### src/rtl/ex_mem_stage.sv
// Execute stage with EX/MEM pipeline register.
// Forwards operands, runs the ALU, computes branch target and PC+4.
module ex_mem_stage #(
   parameter int XLEN   = 32,
   parameter bit FWD_EN = 1'b1
) (
   input  logic            clk,
   input  logic            rst,
   input  logic            stall,
   input  logic            flush,
   input  logic            valid_in,
   input  logic            mem_write_in,
   input  logic            reg_write_in,
   input  logic            alu_src_in,
   input  logic [1:0]      mem_to_reg_in,
   input  logic [4:0]      alu_control_in,
   input  logic [4:0]      rs1_in,
   input  logic [4:0]      rs2_in,
   input  logic [4:0]      rd_in,
   input  logic [XLEN-1:0] pc_in,
   input  logic [XLEN-1:0] rd1_in,
   input  logic [XLEN-1:0] rd2_in,
   input  logic [XLEN-1:0] imm_in,
   input  logic            mem_reg_write,
   input  logic            wb_reg_write,
   input  logic [4:0]      mem_rd,
   input  logic [4:0]      wb_rd,
   input  logic [XLEN-1:0] mem_fwd_data,
   input  logic [XLEN-1:0] wb_fwd_data,
   output logic            valid_out,
   output logic            mem_write_out,
   output logic            reg_write_out,
   output logic [1:0]      mem_to_reg_out,
   output logic [4:0]      rd_out,
   output logic [XLEN-1:0] alu_result_out,
   output logic [XLEN-1:0] store_data_out,
   output logic [XLEN-1:0] branch_target_out,
   output logic [XLEN-1:0] pc4_out,
   output logic            zero_out
);

   logic [XLEN-1:0] fwd_a;
   logic [XLEN-1:0] fwd_b;
   logic [XLEN-1:0] op_b;
   logic [XLEN-1:0] alu_res;
   logic [4:0]      shamt;

   // Operand forwarding: MEM beats WB, x0 is never forwarded
   always_comb begin
      fwd_a = rd1_in;
      fwd_b = rd2_in;
      if (FWD_EN) begin
         if (mem_reg_write && mem_rd != 5'd0 && mem_rd == rs1_in)
            fwd_a = mem_fwd_data;
         else if (wb_reg_write && wb_rd != 5'd0 && wb_rd == rs1_in)
            fwd_a = wb_fwd_data;
         if (mem_reg_write && mem_rd != 5'd0 && mem_rd == rs2_in)
            fwd_b = mem_fwd_data;
         else if (wb_reg_write && wb_rd != 5'd0 && wb_rd == rs2_in)
            fwd_b = wb_fwd_data;
      end
   end

   assign op_b  = alu_src_in ? imm_in : fwd_b;
   assign shamt = op_b[4:0];

   // ALU; unassigned opcodes yield zero
   always_comb begin
      alu_res = '0;
      case (alu_control_in)
         5'd0: alu_res = fwd_a + op_b;
         5'd1: alu_res = fwd_a - op_b;
         5'd2: alu_res = fwd_a & op_b;
         5'd3: alu_res = fwd_a | op_b;
         5'd4: alu_res = fwd_a ^ op_b;
         5'd5: alu_res = fwd_a << shamt;
         5'd6: alu_res = fwd_a >> shamt;
         5'd7: alu_res = $signed(fwd_a) >>> shamt;
         5'd8: alu_res = {{(XLEN-1){1'b0}},
                          ($signed(fwd_a) < $signed(op_b))};
         5'd9: alu_res = {{(XLEN-1){1'b0}}, (fwd_a < op_b)};
         default: alu_res = '0;
      endcase
   end

   // EX/MEM register: flush beats stall, stall holds everything
   always_ff @(posedge clk or posedge rst) begin
      if (rst) begin
         valid_out         <= 1'b0;
         mem_write_out     <= 1'b0;
         reg_write_out     <= 1'b0;
         mem_to_reg_out    <= '0;
         rd_out            <= '0;
         alu_result_out    <= '0;
         store_data_out    <= '0;
         branch_target_out <= '0;
         pc4_out           <= '0;
         zero_out          <= 1'b0;
      end else if (flush) begin
         valid_out     <= 1'b0;
         mem_write_out <= 1'b0;
         reg_write_out <= 1'b0;
      end else if (!stall) begin
         valid_out         <= valid_in;
         mem_write_out     <= mem_write_in & valid_in;
         reg_write_out     <= reg_write_in & valid_in & (rd_in != 5'd0);
         mem_to_reg_out    <= mem_to_reg_in;
         rd_out            <= rd_in;
         alu_result_out    <= alu_res;
         store_data_out    <= fwd_b;
         branch_target_out <= pc_in + imm_in;
         pc4_out           <= pc_in + XLEN'(4);
         zero_out          <= (alu_res == '0);
      end
   end

endmodule

### config.mk
export PLATFORM = sky130hd
export DESIGN_NAME = ex_mem_stage
export DESIGN_NICKNAME = d
export VERILOG_FILES = /design/src/rtl/ex_mem_stage.sv
export SDC_FILE = /design/constraint.sdc
export NUM_CORES = 1
export LEC_CHECK = 0
export CORE_MARGIN = 5
export CORE_UTILIZATION = 54
export CTS_CLUSTER_SIZE = 20
export DETAILED_ROUTE_END_ITERATION = 10
export PLACE_DENSITY = 0.83
export SLEW_MARGIN = 25
export SYNTH_ARGS = -nofsm -noshare
export SYNTH_HDL_FRONTEND = slang
export SYNTH_SLANG_ARGS = --single-unit
### constraint.sdc
create_clock -name clk -period 5.86 [get_ports clk]
set_input_delay 1.172 -clock clk [delete_from_list [all_inputs] [get_ports clk]]
set_output_delay 1.172 -clock clk [all_outputs]
set_load 0.02 [all_outputs]
==> results of run 1 <==
[metal layers]
metal,track usage (%),overflow
met5,36.3,0
met4,69.7,2
met3,65.7,0
met2,85.9,0
met1,71.2,0
[synthesized netlist by cell type (12+ instances only)]
master and instances:
a22oi_1 16, a32oi_1 12, nand2_1 405, a21oi_1 142
mux2_2 37, o21bai_1 15, and3_1 31, nor2_1 158
dfrtp_1 139, xnor2_1 36, a221oi_1 31, o221ai_1 22
clkbuf_1 123, nand3_1 180, o21ai_1 12, and2_1 18
nand2b_1 17, buf_1 18, o2111ai_1 12, o22ai_1 18
inv_1 104, or3_1 12, o21ai_0 256, ha_1 131
nor2b_1 14, a31oi_1 66, xor2_1 39, buf_2 21
o211ai_1 49, o31ai_1 13, a211oi_1 39, nand4_1 24
a221o_1 12, a21o_1 30, nor3_1 97, mux2i_1 47
[cells by family after synthesis]
family	synth area share, %
buffers and inverters	6.33
AO/OA/AOI/OAI	30.5
XOR/XNOR	3.61
flip-flops	19.1
adder cells (fa/ha/maj)	9.33
multiplexers	5.73
AND/OR/NAND/NOR	25.4
[through the flow]
step	utilization, %	hold WS [ns]	TNS [ns]	area (sq um)	worst slack (ns)
floorplan	-	0.583	-1.10	18700	-0.566
global placement	79.0	0.456	-13.66	26400	-1.20
detailed placement	79.0	0.465	-20.36	26400	-1.50
CTS	83.9	0.482	-0.208	28100	-0.163
[what timing repair did]
action	CTS
setup endpoints to repair	20
endpoints found under the hold margin	0
cloned	2
resized for setup	175
setup buffers	49
pin swaps	70
==> metrics.md, run 1 <==
| Metric | Value |
|---|---|
| Outcome | `did not finish` |
| Last step reached | `global routing` |
| Error msg | `[ERROR GRT-0232] Routing congestion too high. Check the congestion heatmap in the GUI.` |
| Die H | `about 190 um` |
| DIE WIDTH | `194 um` |
| I/O Buffers | `approximately 370` |
| Clk sinks | `139` |
| CTS buffer count | `17` |
| Synth warn | `0` |
| I/O pin total | `373` |
| Mapped Area | `18200 sq um` |
| Top cell type's share of synthesized area | `19.1%` |
| Sequential area share after synthesis | `a little under a fifth` |
| Hold buffers post-CTS | `0` |
| Syn Inst Count | `between 2k and 3k` |
| Yosys reg bits | `139` |
| Yosys top cell by area | `dfrtp_1` |
| Root buffer cell | `clkbuf_16` |
| RD Place Congestion | `between 1 and 1.5` |
| Mapped Avg Cell Area | `7.07 sq um` |
| Dpl cells | `3786` |
| EDFF count, synth | `0` |
| CTS H-Tree Depth | `4` |
| Half-perimeter wire length after placement | `76300 um` |
| Placement Rows | `67` |
| Ys async rst share | `100%` |
| Syn Nets | `2943` |
| Total gr overflow | `2` |
| CTS Buffer Depth | `2` |
| Initial Util | `between 50% and 60%` |
| Dominant synthesized flop cell | `dfrtp_1` |
| Unique masters post-synth | `98` |
| Largest net degree at the start of global routing | `115` |
| GRT Util Overall | `73.0%` |
| Ranking of synthesized cells by area | `dfrtp_1 (19%), ha_1 (9.0%), nand2_1 (8.3%), o21ai_0 (7.0%), nand3_1 (4.9%)` |
==> inputs of run 2 (changes only) <==
--- a/config.mk
+++ b/config.mk
@@ -6,10 +6,9 @@
 export NUM_CORES = 1
 export LEC_CHECK = 0
 export CORE_MARGIN = 5
-export CORE_UTILIZATION = 54
-export CTS_CLUSTER_SIZE = 20
+export CORE_UTILIZATION = 40
 export DETAILED_ROUTE_END_ITERATION = 10
-export PLACE_DENSITY = 0.83
+export PLACE_DENSITY_LB_ADDON = 0.15
 export SLEW_MARGIN = 25
 export SYNTH_ARGS = -nofsm -noshare
 export SYNTH_HDL_FRONTEND = slang
==> run 2 against run 1 <==
Compared with the run above: the flow now finishes, with violations (setup timing); synthesized cell count unchanged; area after synthesis unchanged.
==> metrics.md, run 2 <==
| Metric | Value |
|---|---|
| Final min period | `6.18 ns` |
| Worst-Margin Slew | `1.02 ns` |
| Critical Path RT | `6.29 ns` |
| RSZ-0062 raised after global routing | `yes` |
| Max layer used | `met5` |
| CP max FO | `8` |
| Critical path cell sequence | `clkdlybuf4s15_2, xor2_1, or4b_4, nor2_4, buf_6, mux2i_1, o21ai_2, mux2_4, ha_4, buf_4, buf_4, nand2_2, a211o_1, a21oi_2, or3_4, a221o_1, a221o_1, buf_6, a211oi_4, o21ai_2, nor4_2, nor2_1, or4_1, o21ai_1` |
| Clock Skew | `0 ns` |
| Die ar. | `49900 sq um` |
| Syn Inst Count | `approximately 2.6k` |
| Worst-Skew Late Latency | `between 0.4 and 0.5 ns` |
| R2R setup slack | `roughly 5 ns` |
| Ys async rst share | `100%` |
| Largest net degree at the start of global routing | `202` |
| Hold buffers post-CTS | `0` |
| Sw Share | `44.9%` |
| M1 WL | `42000 um` |
| Max Transition Viols Final | `0` |
| I/O Buffers | `372` |
| Die H | `223 um` |
| Final hold violations | `0` |
| Peak supply drop | `0.258 mV` |
| Top-count cell post-synth | `nand2_1` |
| Unique masters post-synth | `approximately 100` |
| Vias in the first global route | `25.9k` |
| Final nets | `3856` |
| Yosys reg bits | `139` |
| RD Place Congestion | `1.12` |
| Outcome | `finished, violations left` |
| Met2 WL | `~47000 um` |
| Mapped Avg Cell Area | `7.07 sq um` |
| Normalized max-slew margin | `between 30% and 40%` |
| PD cells | `206 nW/um^2` |
| Flop pwr share | `about a fifth` |
| Ranking of synthesized cells by area | `dfrtp_1 (19%), ha_1 (9.0%), nand2_1 (8.3%), o21ai_0 (7.0%), nand3_1 (4.9%)` |
| Max incr delay on CP | `0.57 ns` |
| Share of cells above drive strength 1 | `27.2%` |
| Slowest CP cell | `or4b_4` |
| DRC | `0` |
| EDFF count, synth | `0` |
| Dominant synthesized flop cell | `dfrtp_1` |
| Violated checks | `setup timing` |
| Initial Util | `40.3%` |
| Sequential area share after synthesis | `a little under a fifth` |
| Post-route ant nets | `0` |
| Setup ws final | `-0.318 ns` |
| CP Capture Type | `register` |
| CTS H-Tree Depth | `4` |
| Setup-failing EPs final | `4` |
| Type of the worst setup path | `in -> reg` |
| # Max-Cap Violations | `0` |
| Routed WL per cell | `27.2 um` |
| Comb pwr share | `60.4%` |
| List of most frequent post-synthesis cells | `nand2_1 (405), o21ai_0 (256), nand3_1 (180)` |
| Total gr overflow | `0` |
| Placement Rows | `78` |
| Vias per cell | `6.45` |
| Commonest cells after routing, fill and taps aside | `buf_4 (661), nand2_1 (401), clkdlybuf4s50_1 (353), o21ai_0 (224), nand3_1 (177)` |
| Final worst path period share | `105%` |
| DIE WIDTH | `around 220 um` |
| CP Launch Type | `input port` |
| Mapped Area | `18200 sq um` |
| First-pass GRT wire length | `between 150000 and 200000 um` |
| F_max | `162 MHz` |
| CTS tree | `done` |
| Routed wire length | `approximately 110000 um` |
| Half-perimeter wire length after placement | `approximately 90000 um` |
| Cell Int Power | `~0.0033 W` |
| Syn Nets | `roughly 2.9k` |
| CTS Buffer Depth | `2` |
| Hold_ws | `0.474 ns` |
| I/O pin total | `373` |
| Layout area overhead | `59.7%` |
| DR iter-0 viols | `3796` |
| Yosys top cell by area | `dfrtp_1` |
| P_leak | `approximately 13 nW` |
| Met3 wire length | `14400 um` |
| Top cell type's share of synthesized area | `between 10% and 20%` |
| Most common cell after layout, fill and taps aside | `buf_4` |
| Clock power frac | `approximately a fifth` |
| Synth warn | `0` |
| GRT Util Overall | `a little over two fifths` |
| Clk sinks | `roughly 140` |
| CORE AREA | `about 45000 sq um` |
| Number of antenna violations at the first check in global routing | `9` |
| DRT Pass-1 Iters | `10` |
| Root buffer cell | `clkbuf_16` |
| CTS buffer count | `17` |
| Worst Path Arrival | `6.60 ns` |
| Sw power | `between 0.002 and 0.003 W` |
| CTS clock-pin slew for the worst setup and hold paths | `0.07 ns` |
| Routed via count | `26.5k` |
| Final core utilization | `64.4%` |
| Min-delay worst type | `reg -> reg` |
-- run 2: cell counts after synthesis --
Identical to the previous run, type by type.
-- run 2: timing repair --
item	CTS	global route
resized for setup	146	75
buffers inserted	37	12
cloned	1	0
pin swaps	60	58
endpoints found under the setup margin	15	15
-- run 2: cell type report --
cell class / count / area [sq um]
fillers: 3896 / 16100
multi-input cells: 2152 / 14600
repair buffers: 1068 / 9170
flip-flops and latches: 139 / 3480
well taps: 600 / 751
clock buffers: 17 / 425
inverters: 110 / 423
clock inverters: 15 / 189
diodes: 6 / 15.0
-- run 2: cell families (layout without fill, tap and decap cells) --
kind of cell	count (synthesis)	after routing	share of synthesized area, %
other	0	6	0
xor gates and xnor gates	75	75	3.61
buffers and inverters	284	1210	6.33
AOI/OAI and AO/OA	849	849	30.5
muxes	91	91	5.73
and+or+nand+nor	1003	1003	25.4
DFF	139	139	19.1
adders and majority gates	134	134	9.33
-- run 2: per-layer routing --
| metal | GRT usage [%] | vias up |
|---|---|---|
| met1 | 53.4 | 12500 |
| met2 | 64.3 | 2058 |
| met3 | 13.4 | 561 |
| met5 | 0 | - |
| met4 | 24.1 | 8 |
| li1 | - | 11400 |
-- run 2: per-stage QoR --
stage | TNS, ns | setup slack [ns] | area, sq um | power [W] | std cells
after CTS | -0.277 | -0.164 | 28800 | 0.00582 | 4098
after detailed placement | -16.06 | -1.20 | 27300 | 0.00453 | 4028
after global placement | -14.56 | -1.18 | 27300 | 0.00449 | 4028
after global routing | -1.96 | -0.572 | 29100 | 0.00622 | 4103
final | -0.669 | -0.318 | 29100 | 0.00600 | 4107
after floorplan | -1.10 | -0.566 | 18700 | 0.00276 | 2575
-- run 2: final timing paths --
check	start	to	depth (start not counted)
worst min-delay path	alu_result_out[17]	alu_result_out[17]	2
min in group asynchronous	rst	alu_result_out[19]	2
worst min register to register	alu_result_out[17]	alu_result_out[17]	2
worst max register to register	branch_target_out[30]	branch_target_out[30]	2
worst max-delay path	rs2_in[0]	zero_out	24
max in group asynchronous	rst	store_data_out[3]	3
-- run 2: worst max-delay path, delay by kind of cell --
kind / cells / cell delay (ns)
AOI/OAI and AO/OA: 8 / 1.52
muxes: 2 / 0.56
and+or+nand+nor: 7 / 2.10
buffers and inverters: 5 / 0.83
xor gates and xnor gates: 1 / 0.16
adders and majority gates: 1 / 0.25
-- run 2: power by group through the flow --
stage	logic [W]	clock network [W]	registers, W
after global routing	0.00378	0.00121	0.00122
after detailed placement	0.00331	0	0.00122
after floorplan	0.00135	0	0.00140
after global placement	0.00327	0	0.00121
final	0.00363	0.00117	0.00121
after CTS	0.00344	0.00118	0.00120
(Power assumes the default switching activity.)
==> inputs of run 3 (changes only) <==
--- a/config.mk
+++ b/config.mk
@@ -6,7 +6,7 @@
 export NUM_CORES = 1
 export LEC_CHECK = 0
 export CORE_MARGIN = 5
-export CORE_UTILIZATION = 40
+export CORE_UTILIZATION = 54
 export DETAILED_ROUTE_END_ITERATION = 10
 export PLACE_DENSITY_LB_ADDON = 0.15
 export SLEW_MARGIN = 25
==> run 3 against run 2 <==
Compared with the run above: synthesized cell count did not move; area after synthesis did not move; the run now fails in global routing.
==> metrics.md, run 3 <==
| Metric | Value |
|---|---|
| RD Place Congestion | `1.30` |
| Yosys top cell by area | `dfrtp_1` |
| CTS H-Tree Depth | `4` |
| Total gr overflow | `362` |
| Clk sinks | `around 140` |
| Top-count cell post-synth | `nand2_1` |
| CTS buffer count | `17` |
| Mapped Avg Cell Area | `7.07 sq um` |
| Initial Util | `54.5%` |
| Syn Inst Count | `2575` |
| Top cell type's share of synthesized area | `19.1%` |
| Dominant synthesized flop cell | `dfrtp_1` |
| Die H | `a little under 200 um` |
| I/O pin total | `373` |
| Half-perimeter wire length after placement | `76200 um` |
| Last step reached | `global routing` |
| DIE WIDTH | `194 um` |
| Yosys reg bits | `around 140` |
| Outcome | `did not finish` |
| CTS Buffer Depth | `2` |
| I/O Buffers | `372` |
| Syn Nets | `slightly below 3k` |
| List of most frequent post-synthesis cells | `nand2_1 (405), o21ai_0 (256), nand3_1 (180)` |
| Mapped Area | `approximately 18000 sq um` |
| Ys async rst share | `100%` |
| Error msg | `[ERROR GRT-0232] Routing congestion too high. Check the congestion heatmap in the GUI.` |
| Root buffer cell | `clkbuf_16` |
| Synth warn | `0` |
| Ranking of synthesized cells by area | `dfrtp_1 (19%), ha_1 (9.0%), nand2_1 (8.3%), o21ai_0 (7.0%), nand3_1 (4.9%)` |
| Placement Rows | `67` |
| Unique masters post-synth | `between 90 and 100` |
| Sequential area share after synthesis | `19.1%` |
| EDFF count, synth | `0` |
| Hold buffers post-CTS | `0` |
| Largest net degree at the start of global routing | `202` |
| GRT Util Overall | `about four fifths` |
## run 3: cell counts after synthesis
No cell type changed its count.
## run 3: cell families after synthesis
kind of cell    synth area share (%)
simple gates                    25.4
compound gates                  30.5
buf+inv                         6.33
flops                           19.1
fa+ha+maj                       9.33
mux                             5.73
xor+xnor                        3.61
## run 3: stage by stage
step	utilization (%)	setup WS (ns)	instance area [sq um]	instances	hold WS, ns
after detailed placement	79.2	-1.25	26500	3797	0.462
after floorplan	-	-0.566	18700	2575	0.583
after global placement	79.2	-1.05	26500	3797	0.457
after CTS	84.6	-0.353	28300	3888	0.478
## run 3: timing repair
item                                    in CTS
gates resized for setup                    181
hold endpoints to repair                     0
endpoints found under the setup margin      20
pin swaps                                   91
setup buffers                               61
## run 3: routing by layer
layer  overflow  track usage (%)
met1          7             81.3
met2        205             94.1
met3         10             72.5
met4        139             76.4
met5          1             48.7
